File: src/rtl/alu_mdu.sv
// ALU with MIPS-style aluop/funct decode plus an iterative unsigned multiply/divide unit and HI/LO.
// Define ALU_DIV_EN to build the restoring divider; otherwise divu decodes as illegal.
module alu_mdu #(
    parameter int unsigned WIDTH = 32
) (
    input  logic             clk,
    input  logic             rst_n,
    input  logic             start,
    input  logic [1:0]       aluop,
    input  logic [5:0]       funct,
    input  logic [WIDTH-1:0] a,
    input  logic [WIDTH-1:0] b,
    output logic [WIDTH-1:0] result,
    output logic             zero,
    output logic             busy,
    output logic             done,
    output logic             illegal,
    output logic [WIDTH-1:0] hi,
    output logic [WIDTH-1:0] lo
);

    localparam int unsigned CW = $clog2(WIDTH);

    localparam logic [1:0] ST_IDLE = 2'd0;
    localparam logic [1:0] ST_MUL  = 2'd1;
`ifdef ALU_DIV_EN
    localparam logic [1:0] ST_DIV  = 2'd2;
`endif

    localparam logic [3:0] OP_ADD   = 4'd0;
    localparam logic [3:0] OP_SUB   = 4'd1;
    localparam logic [3:0] OP_AND   = 4'd2;
    localparam logic [3:0] OP_OR    = 4'd3;
    localparam logic [3:0] OP_XOR   = 4'd4;
    localparam logic [3:0] OP_NOR   = 4'd5;
    localparam logic [3:0] OP_SLT   = 4'd6;
    localparam logic [3:0] OP_MULTU = 4'd7;
    localparam logic [3:0] OP_MFHI  = 4'd8;
    localparam logic [3:0] OP_MFLO  = 4'd9;
    localparam logic [3:0] OP_ILL   = 4'd10;
`ifdef ALU_DIV_EN
    localparam logic [3:0] OP_DIVU  = 4'd11;
`endif

    logic [1:0]       state_q, state_d;
    logic [CW-1:0]    cnt_q, cnt_d;
    logic [WIDTH-1:0] work_hi_q, work_hi_d;
    logic [WIDTH-1:0] work_lo_q, work_lo_d;
    logic [WIDTH-1:0] opb_q, opb_d;
    logic [WIDTH-1:0] result_q, result_d;
    logic             zero_q, zero_d;
    logic             done_q, done_d;
    logic             illegal_q, illegal_d;
    logic [WIDTH-1:0] hi_q, hi_d;
    logic [WIDTH-1:0] lo_q, lo_d;

    logic [3:0]       op;
    logic [WIDTH-1:0] alu_res;
    logic             last_iter;
    logic [WIDTH:0]   mul_sum;
    logic [WIDTH-1:0] mul_hi_next;
    logic [WIDTH-1:0] mul_lo_next;

    always_comb begin
        op = OP_ILL;
        unique case (aluop)
            2'b00: op = OP_ADD;
            2'b01: op = OP_SUB;
            2'b10: begin
                case (funct)
                    6'b100000: op = OP_ADD;
                    6'b100010: op = OP_SUB;
                    6'b100100: op = OP_AND;
                    6'b100101: op = OP_OR;
                    6'b100110: op = OP_XOR;
                    6'b100111: op = OP_NOR;
                    6'b101010: op = OP_SLT;
                    6'b011001: op = OP_MULTU;
`ifdef ALU_DIV_EN
                    6'b011011: op = OP_DIVU;
`endif
                    6'b010000: op = OP_MFHI;
                    6'b010010: op = OP_MFLO;
                    default:   op = OP_ILL;
                endcase
            end
            default: op = OP_ILL;
        endcase
    end

    always_comb begin
        alu_res = '0;
        case (op)
            OP_ADD:  alu_res = a + b;
            OP_SUB:  alu_res = a - b;
            OP_AND:  alu_res = a & b;
            OP_OR:   alu_res = a | b;
            OP_XOR:  alu_res = a ^ b;
            OP_NOR:  alu_res = ~(a | b);
            OP_SLT:  alu_res = {{(WIDTH-1){1'b0}}, ($signed(a) < $signed(b))};
            OP_MFHI: alu_res = hi_q;
            OP_MFLO: alu_res = lo_q;
            default: alu_res = '0;
        endcase
    end

    assign last_iter = (cnt_q == CW'(WIDTH - 1));

    // Shift-add: work_lo holds the multiplier, consumed LSB first; product bits shift into it.
    always_comb begin
        mul_sum     = {1'b0, work_hi_q} + (work_lo_q[0] ? {1'b0, opb_q} : '0);
        mul_hi_next = mul_sum[WIDTH:1];
        mul_lo_next = {mul_sum[0], work_lo_q[WIDTH-1:1]};
    end

`ifdef ALU_DIV_EN
    logic [WIDTH:0]   div_shift;
    logic [WIDTH:0]   div_diff;
    logic [WIDTH-1:0] div_rem_next;
    logic [WIDTH-1:0] div_quo_next;

    // Restoring step: work_hi is the partial remainder, work_lo the dividend/quotient.
    always_comb begin
        div_shift = {work_hi_q, work_lo_q[WIDTH-1]};
        div_diff  = div_shift - {1'b0, opb_q};
        if (!div_diff[WIDTH]) begin
            div_rem_next = div_diff[WIDTH-1:0];
            div_quo_next = {work_lo_q[WIDTH-2:0], 1'b1};
        end else begin
            div_rem_next = div_shift[WIDTH-1:0];
            div_quo_next = {work_lo_q[WIDTH-2:0], 1'b0};
        end
    end
`endif

    always_comb begin
        state_d   = state_q;
        cnt_d     = cnt_q;
        work_hi_d = work_hi_q;
        work_lo_d = work_lo_q;
        opb_d     = opb_q;
        result_d  = result_q;
        zero_d    = zero_q;
        done_d    = 1'b0;
        illegal_d = 1'b0;
        hi_d      = hi_q;
        lo_d      = lo_q;
        case (state_q)
            ST_IDLE: begin
                if (start) begin
                    case (op)
                        OP_MULTU: begin
                            state_d   = ST_MUL;
                            cnt_d     = '0;
                            work_hi_d = '0;
                            work_lo_d = a;
                            opb_d     = b;
                        end
`ifdef ALU_DIV_EN
                        OP_DIVU: begin
                            state_d   = ST_DIV;
                            cnt_d     = '0;
                            work_hi_d = '0;
                            work_lo_d = a;
                            opb_d     = b;
                        end
`endif
                        default: begin
                            result_d  = alu_res;
                            zero_d    = (alu_res == '0);
                            done_d    = 1'b1;
                            illegal_d = (op == OP_ILL);
                        end
                    endcase
                end
            end
            ST_MUL: begin
                work_hi_d = mul_hi_next;
                work_lo_d = mul_lo_next;
                cnt_d     = cnt_q + 1'b1;
                if (last_iter) begin
                    state_d  = ST_IDLE;
                    cnt_d    = '0;
                    hi_d     = mul_hi_next;
                    lo_d     = mul_lo_next;
                    result_d = mul_lo_next;
                    zero_d   = (mul_lo_next == '0);
                    done_d   = 1'b1;
                end
            end
`ifdef ALU_DIV_EN
            ST_DIV: begin
                work_hi_d = div_rem_next;
                work_lo_d = div_quo_next;
                cnt_d     = cnt_q + 1'b1;
                if (last_iter) begin
                    state_d  = ST_IDLE;
                    cnt_d    = '0;
                    hi_d     = div_rem_next;
                    lo_d     = div_quo_next;
                    result_d = div_quo_next;
                    zero_d   = (div_quo_next == '0);
                    done_d   = 1'b1;
                end
            end
`endif
            default: begin
                state_d = ST_IDLE;
                cnt_d   = '0;
            end
        endcase
    end

    always_ff @(posedge clk or negedge rst_n) begin
        if (!rst_n) begin
            state_q   <= ST_IDLE;
            cnt_q     <= '0;
            work_hi_q <= '0;
            work_lo_q <= '0;
            opb_q     <= '0;
            result_q  <= '0;
            zero_q    <= 1'b1;
            done_q    <= 1'b0;
            illegal_q <= 1'b0;
            hi_q      <= '0;
            lo_q      <= '0;
        end else begin
            state_q   <= state_d;
            cnt_q     <= cnt_d;
            work_hi_q <= work_hi_d;
            work_lo_q <= work_lo_d;
            opb_q     <= opb_d;
            result_q  <= result_d;
            zero_q    <= zero_d;
            done_q    <= done_d;
            illegal_q <= illegal_d;
            hi_q      <= hi_d;
            lo_q      <= lo_d;
        end
    end

    assign result  = result_q;
    assign zero    = zero_q;
    assign busy    = (state_q != ST_IDLE);
    assign done    = done_q;
    assign illegal = illegal_q;
    assign hi      = hi_q;
    assign lo      = lo_q;

endmodule
File: config.mk
export PLATFORM = sky130hd
export DESIGN_NAME = alu_mdu
export DESIGN_NICKNAME = d
export VERILOG_FILES = /design/src/rtl/alu_mdu.sv
export SDC_FILE = /design/constraint.sdc
export NUM_CORES = 1
export LEC_CHECK = 0
export CORE_MARGIN = 1
export CORE_UTILIZATION = 40
export CTS_CLUSTER_SIZE = 30
export DETAILED_ROUTE_END_ITERATION = 10
export GPL_TIMING_DRIVEN = 0
export SLEW_MARGIN = 20
export SYNTH_ARGS = -nofsm -noshare
export SYNTH_HDL_FRONTEND = slang
export SYNTH_SLANG_ARGS = --single-unit
File: constraint.sdc
create_clock -name clk -period 6.65 [get_ports clk]
set_input_delay 1.33 -clock clk [delete_from_list [all_inputs] [get_ports clk]]
set_output_delay 1.33 -clock clk [all_outputs]
set_load 0.03 [all_outputs]
==> results.ini, run 1 <==
[flow_run]
drv_cap=0

[global_routing]
grt_max_degree=98
grt_pass1_vias=15200
use_met2=0.506
antenna_found_initial=2
grt_busiest_layer=met2
grt_pass1_wl_mm=97.1
use_met1=0.474
grt-ovfl-total=0
grtUsageMet3=0.0650
track_usage=0.334

[logic_synthesis]
ys.flop_type=dfrtp_1
yosysUniqueCellTypes=101
syn-mean-instance-area_um2=8.52
ys_seq_area_frac=0.321
synth_edf_count=0
syn_nets=2048
ys_async_sr_fraction=1.00
ys_warn_count=0
syn_area_um2=15700
synth_seq_cells=201
synth_cells=1840

[placement]
gp_congestion=0.987
placedCellCount=2535
port_buffers=173
hpwlAfterDp_mm=52.4

[die]
initial_core_util=0.406
die_w_um=200
fp.dieH_um=200
fp.dieArea_um2=40000
ios=175
core-area_um2=38600
row_count=72

[power_and_ir_drop]
p_per_area_nw_per_um2=213
max-vdd-ir-drop_v=0.000143
leakagePower_uw=0.00802

[critical_path]
path_class=in2reg
r2r-start=state_q[0]$_DFFE_PN0P_
cp_cell_sequence=clkdlybuf4s50_1 > inv_1 > ha_1 > o21bai_1 > o211ai_1 > a211o_1 > nor4b_4 > nor3_1 > o311ai_0 > o41ai_1 > a2111oi_1 > nand4_1 > or4_2 > or4_1 > or4b_1 > o31ai_2
start_kind=primary input
path_delay_family=simple AND/OR/NAND/NOR gates
crit_arrival_ns=6.95
required_ns=7.11
r2r_slack_ns=1.92
cp_max_fo=5
r2r-end=zero$_DFFE_PN1P_
cp_num_cells=16
startpoint=b[1]
end_kind=register
crit_buf_inv=2
slowest_stage=or4_2
endpoint=zero$_DFFE_PN1P_
reg2regPathDepth=11
max_stage_delay_ns=0.71

[hold_path]
hold_path.class=reg2reg

[routing]
vias=15400
detail_route.iter0.violations=1315
avgViaCountPerCell=5.98
drtAntennaViolNets=0
post_drt_wl_per_cell_um=25.7
drc_errors=2
totalWireLength_mm=66.4
first_pass_iters=8

[clocking]
htree_levels=1
post_cts_buffers=0
cts_hold_buf=0
cts.sinks=201
clock_path_buffers=3
clock_latency_ns=0.56
cts_buffers=25
root_buffer=clkbuf_16
cts_tree=built
clkTransAtPathRegs_ns=0.06

[final_layout]
fillers=3717
final_cell_mix=nand2_1, dfrtp_1, clkdlybuf4s50_1
drive_above_1_share=0.0956
mostFrequentLayoutCell=nand2_1
area_growth_pct=21.3
final_util=0.492
layout.cells.non_filler=2580
nNetsFinal=2251

[sta]
skew_ns=0.0125
slew_headroom=0.270
hold_violations=0
tightest_slew_ns=1.10
finalCritPeriodShare=0.976
min_period_ns=6.49
maxSlewViolCount=0
max_freq_ghz=0.154
setup_viol=0

[run_status]
violations=DRC
status=finished with violations

-- power breakdown --
group	internal [uW]	total (uW)	switching [uW]	leakage [uW]
clock network	805	1370	563	0.000403
logic	492	1240	744	0.00537
registers	1350	1450	100	0.00224
-- synthesized netlist by cell type, drive strengths merged (37+ instances only) --
master  instances  area share
nor2          136       0.033
xnor2          37       0.021
a21oi         135       0.043
clkbuf         82       0.029
o31ai          38       0.019
nor3           38       0.012
mux2           60       0.043
dfrtp         200        0.32
and2           40       0.016
o21ai         161       0.051
inv           107       0.026
ha            130        0.10
nand2         211       0.051
-- sequential cells by signal, summed over array words and instances (netlist names) --
name / flops
result: 32
work_hi_q: 32
cnt_q: 5
opb_q: 32
work_lo_q: 32
illegal: 1
zero: 1
done: 1
state_q: 1
hi: 32
lo: 32
-- logic make-up (layout without fill, tap and decap cells) --
kind of cell	after synthesis	after routing	synth area share
buf+inv	220	441	0.0680
mux	77	77	0.0539
xor+xnor	47	47	0.0263
other cells	0	1	0
compound gates	580	580	0.244
simple gates	582	582	0.179
fa+ha+maj	133	133	0.108
flops	201	201	0.321
-- metrics by stage --
step	total power [uW]	instance area [um^2]	setup TNS [ns]	hold slack, ns	setup slack (ns)
after detailed placement	2670	18200	-0.879	0.465	-0.879
after global routing	4250	19000	-0.0408	0.487	-0.0408
after global placement	2650	18100	-895.89	0.455	-4.52
final	4060	19000	0	0.473	0.161
after floorplan	2240	15700	0	0.437	1.12
after CTS	4050	19000	0	0.478	0.0542
-- layer usage --
layer  vias to the layer above  wire (um)
li1                       7032          -
met1                      7576      29800
met2                       709      28700
met3                       103       6060
met4                         2       1880
met5                         -          8
-- area by class of cell --
| type | instances | area (um^2) | share of cell area |
|---|---|---|---|
| Multi-Input combinational cell | 1419 | 9650 | 0.507 |
| Clock inverter | 12 | 125 | 0.00658 |
| Sequential cell | 201 | 5030 | 0.265 |
| Timing Repair Buffer | 177 | 1810 | 0.0950 |
| Inverter | 107 | 402 | 0.0211 |
| Buffer | 112 | 664 | 0.0349 |
| Clock buffer | 33 | 686 | 0.0361 |
| Tap cell | 518 | 648 | 0.0341 |
| Antenna cell | 1 | 2.50 | 0.000132 |
-- worst min-delay path by stage --
stage | cells past startpoint | from | slack [ns] | to
finish | 2 | opb_q[2]$_DFFE_PN0P_ | 0.47 | opb_q[2]$_DFFE_PN0P_
global placement | 2 | opb_q[19]$_DFFE_PN0P_ | 0.46 | opb_q[19]$_DFFE_PN0P_
global route | 2 | opb_q[18]$_DFFE_PN0P_ | 0.49 | opb_q[18]$_DFFE_PN0P_
CTS | 2 | opb_q[22]$_DFFE_PN0P_ | 0.48 | opb_q[22]$_DFFE_PN0P_
detailed placement | 2 | opb_q[22]$_DFFE_PN0P_ | 0.47 | opb_q[22]$_DFFE_PN0P_
floorplan | 1 | cnt_q[3]$_DFFE_PN0P_ | 0.44 | cnt_q[3]$_DFFE_PN0P_
-- what timing repair did --
action                                  in CTS  in global routing
endpoints found under the setup margin       1                  1
gates resized for setup                      5                 10
gates cloned                                 0                  0
pin swaps                                    0                  0
-- worst min-delay path, stage by stage (launching register included) --
cell	delay (ns)
dfrtp_1	0.34
nand2_1	0.05
o21ai_0	0.06
No activity file was read; power rests on OpenSTA's default activity.
==> run 2, diff against run 1 <==
--- a/config.mk
+++ b/config.mk
@@ -7,6 +7,7 @@
 export LEC_CHECK = 0
 export CORE_MARGIN = 1
 export CORE_UTILIZATION = 40
+export CTS_BUF_LIST = sky130_fd_sc_hd__clkbuf_8
 export CTS_CLUSTER_SIZE = 30
 export DETAILED_ROUTE_END_ITERATION = 10
 export GPL_TIMING_DRIVEN = 0
==> results.ini, run 2 (synthesized netlist as in run 1, its figures left out) <==
[hold_path]
hold_start=opb_q[22]$_DFFE_PN0P_
whs_path_depth=2  ; unchanged
hold_path.class=reg2reg
whs_endpoint=opb_q[22]$_DFFE_PN0P_

[clocking]
cts_tree=built
clock_path_buffers=3  ; unchanged
htree_levels=2  ; +1
clock_latency_ns=0.58  ; +0.02 ns
cts_hold_buf=0  ; unchanged
cts_buffers=38  ; +52%
cts-resized-gates=4  ; -1
clkTransAtPathRegs_ns=0.07  ; about the same
root_buffer=clkbuf_8
cts.sinks=201  ; unchanged
post_cts_buffers=0  ; unchanged

[routing]
wl_met3_mm=6.25  ; +3.2%
post_drt_wl_per_cell_um=25.5  ; -0.76%
detail_route.iter0.violations=1420  ; +8.0%
wl_met1_mm=29.6  ; -0.55%
totalWireLength_mm=66.4  ; about the same
avgViaCountPerCell=5.95  ; -0.51%
route.met2.wl_mm=28.6  ; -0.22%
drtAntennaViolNets=0  ; unchanged
first_pass_iters=9  ; +1
drc_errors=1  ; -1
vias=15500  ; +0.27%
highest_layer=met4

[final_layout]
nNetsFinal=2264  ; +0.58%
diodes=0  ; -1
final_util=0.492  ; about the same
drive_above_1_share=0.103  ; +0.00720
final_cell_mix=nand2_1, dfrtp_1, clkdlybuf4s50_1
area_growth_pct=21.3  ; about the same
final-seq-area_um2=5030  ; unchanged
mostFrequentLayoutCell=nand2_1
fillers=3740  ; +0.62%
multiInputGateArea_um2=9650  ; unchanged

[sta]
rsz0062_at_grt=false
max_freq_ghz=0.156  ; +1.1%
min_period_ns=6.42  ; -0.0674 ns
setup_viol=0  ; unchanged
setup_ws_ns=0.228  ; +0.0674 ns
tightest_slew_ns=1.09  ; -0.00343 ns
slew_headroom=0.272  ; +0.00229
skew_ns=0.0295  ; +0.0169 ns
finalCritPeriodShare=0.966  ; -0.0101
hold_violations=0  ; unchanged
maxSlewViolCount=0  ; unchanged

[critical_path]
r2r-end=zero$_DFFE_PN1P_
startpoint=a[8]
cp_cell_sequence=clkdlybuf4s50_1 > inv_1 > ha_1 > buf_2 > nand3_1 > a211oi_1 > nor3_2 > nor3_1 > nor3_1 > o31ai_1 > o221a_2 > nand2_1 > a211o_2 > or4_2 > or4_1 > or4b_1 > o31ai_2
crit_arrival_ns=6.92  ; -0.03 ns
max_stage_delay_ns=0.57  ; -0.14 ns
required_ns=7.15  ; +0.04 ns
cp_max_fo=10  ; +5
r2r-start=state_q[0]$_DFFE_PN0P_
r2r_slack_ns=1.91  ; about the same
start_kind=primary input
end_kind=register
reg2regPathDepth=11  ; unchanged
crit_top_cell=nor3_1
slowest_stage=or4_2
path_class=in2reg

[power_and_ir_drop]
p_int_uw=2590  ; -2.3%
leakagePower_uw=0.00807  ; +0.60%
power_frac_clock=0.326  ; -0.011
pwr-share-seq=0.365  ; +0.007
p_comb_frac=0.309  ; +0.004
max-vdd-ir-drop_v=0.000151  ; +6.1%
p_per_area_nw_per_um2=210  ; -1.8%
switching_power_uw=1400  ; -0.85%
p_sw_frac=0.350  ; +0.00331

[die]
fp.dieH_um=200  ; unchanged
fp.dieArea_um2=40000  ; unchanged
initial_core_util=0.406  ; unchanged
ios=175  ; unchanged
row_count=72  ; unchanged
core-area_um2=38600  ; unchanged
die_w_um=200  ; unchanged

[global_routing]
antenna_found_initial=1  ; -1
grt-ovfl-total=0  ; unchanged
grt_pass1_wl_mm=97.0  ; -0.13%
grt_max_degree=98  ; unchanged
grt_pass1_vias=15100  ; -0.19%
track_usage=0.335  ; +0.00104

[run_status]
violations=DRC
status=finished with violations

[placement]
hpwlAfterDp_mm=52.4  ; unchanged
pre_cts_slack_ns=-0.879  ; unchanged
port_buffers=173  ; unchanged
gp_congestion=0.987  ; unchanged

[flow_run]
drv_cap=0  ; unchanged

-- run 2: changes by cell type in the layout (fill, tap and decap cells not counted), moves of 5 or more --
cell | before | now
clkinv_2 | 7 | 0
clkbuf_8 | 18 | 68
clkbuf_16 | 25 | 0
inv_1 | 106 | 115
clkbuf_1 | 69 | 64
-- run 2: cell type report --
type | count | share of cell area
multi-input cells | 1419 | 0.507
flip-flops and latches | 201 | 0.265
repair buffers | 177 | 0.0950
clock buffers | 53 | 0.0384
plain buffers | 112 | 0.0349
well taps | 518 | 0.0341
inverters | 107 | 0.0211
clock inverters | 13 | 0.00467
-- run 2: metrics by stage --
stage                     cells  total power (uW)  instance area [um^2]  TNS, ns  hold slack (ns)
after global placement     2531              2650                 18100  -895.89            0.455
after floorplan            1840              2240                 15700        0            0.437
after detailed placement   2535              2670                 18200   -0.879            0.465
after global routing       2600              4180                 19000        0            0.486
after CTS                  2601              3980                 19000        0            0.477
final                      2600              3990                 19000        0            0.471
-- run 2: worst max path at each step --
stage                   endpoint  slack (ns)  cells after the start
2_1_floorplan   zero$_DFFE_PN1P_        1.12                     15
3_3_place_gp   lo[3]$_DFFE_PN0P_       -4.52                      1
3_5_place_dp    zero$_DFFE_PN1P_       -0.88                     17
4_1_cts         zero$_DFFE_PN1P_        0.02                     17
5_1_grt         zero$_DFFE_PN1P_      0.0003                     16
6_report        zero$_DFFE_PN1P_        0.23                     17
-- run 2: routing by layer --
| layer | up-vias | track usage |
|---|---|---|
| li1 | 7052 | - |
| met1 | 7567 | 0.474 |
| met2 | 740 | 0.503 |
| met3 | 104 | 0.0694 |
| met4 | 0 | 0.115 |
| met5 | - | 0 |
-- run 2: power by group through the flow --
stage	sequential [uW]	clock, uW	combinational [uW]
floorplan	1500	0	737
global placement	1470	0	1180
detailed placement	1470	0	1200
CTS	1450	1320	1210
global route	1470	1380	1340
finish	1450	1300	1230
-- run 2: critical path, delay by kind of cell --
| kind | cells | cell delay [ns] |
|---|---|---|
| simple gates | 8 | 2.69 |
| buf+inv | 3 | 0.96 |
| compound gates | 5 | 1.57 |
| fa+ha+maj | 1 | 0.36 |
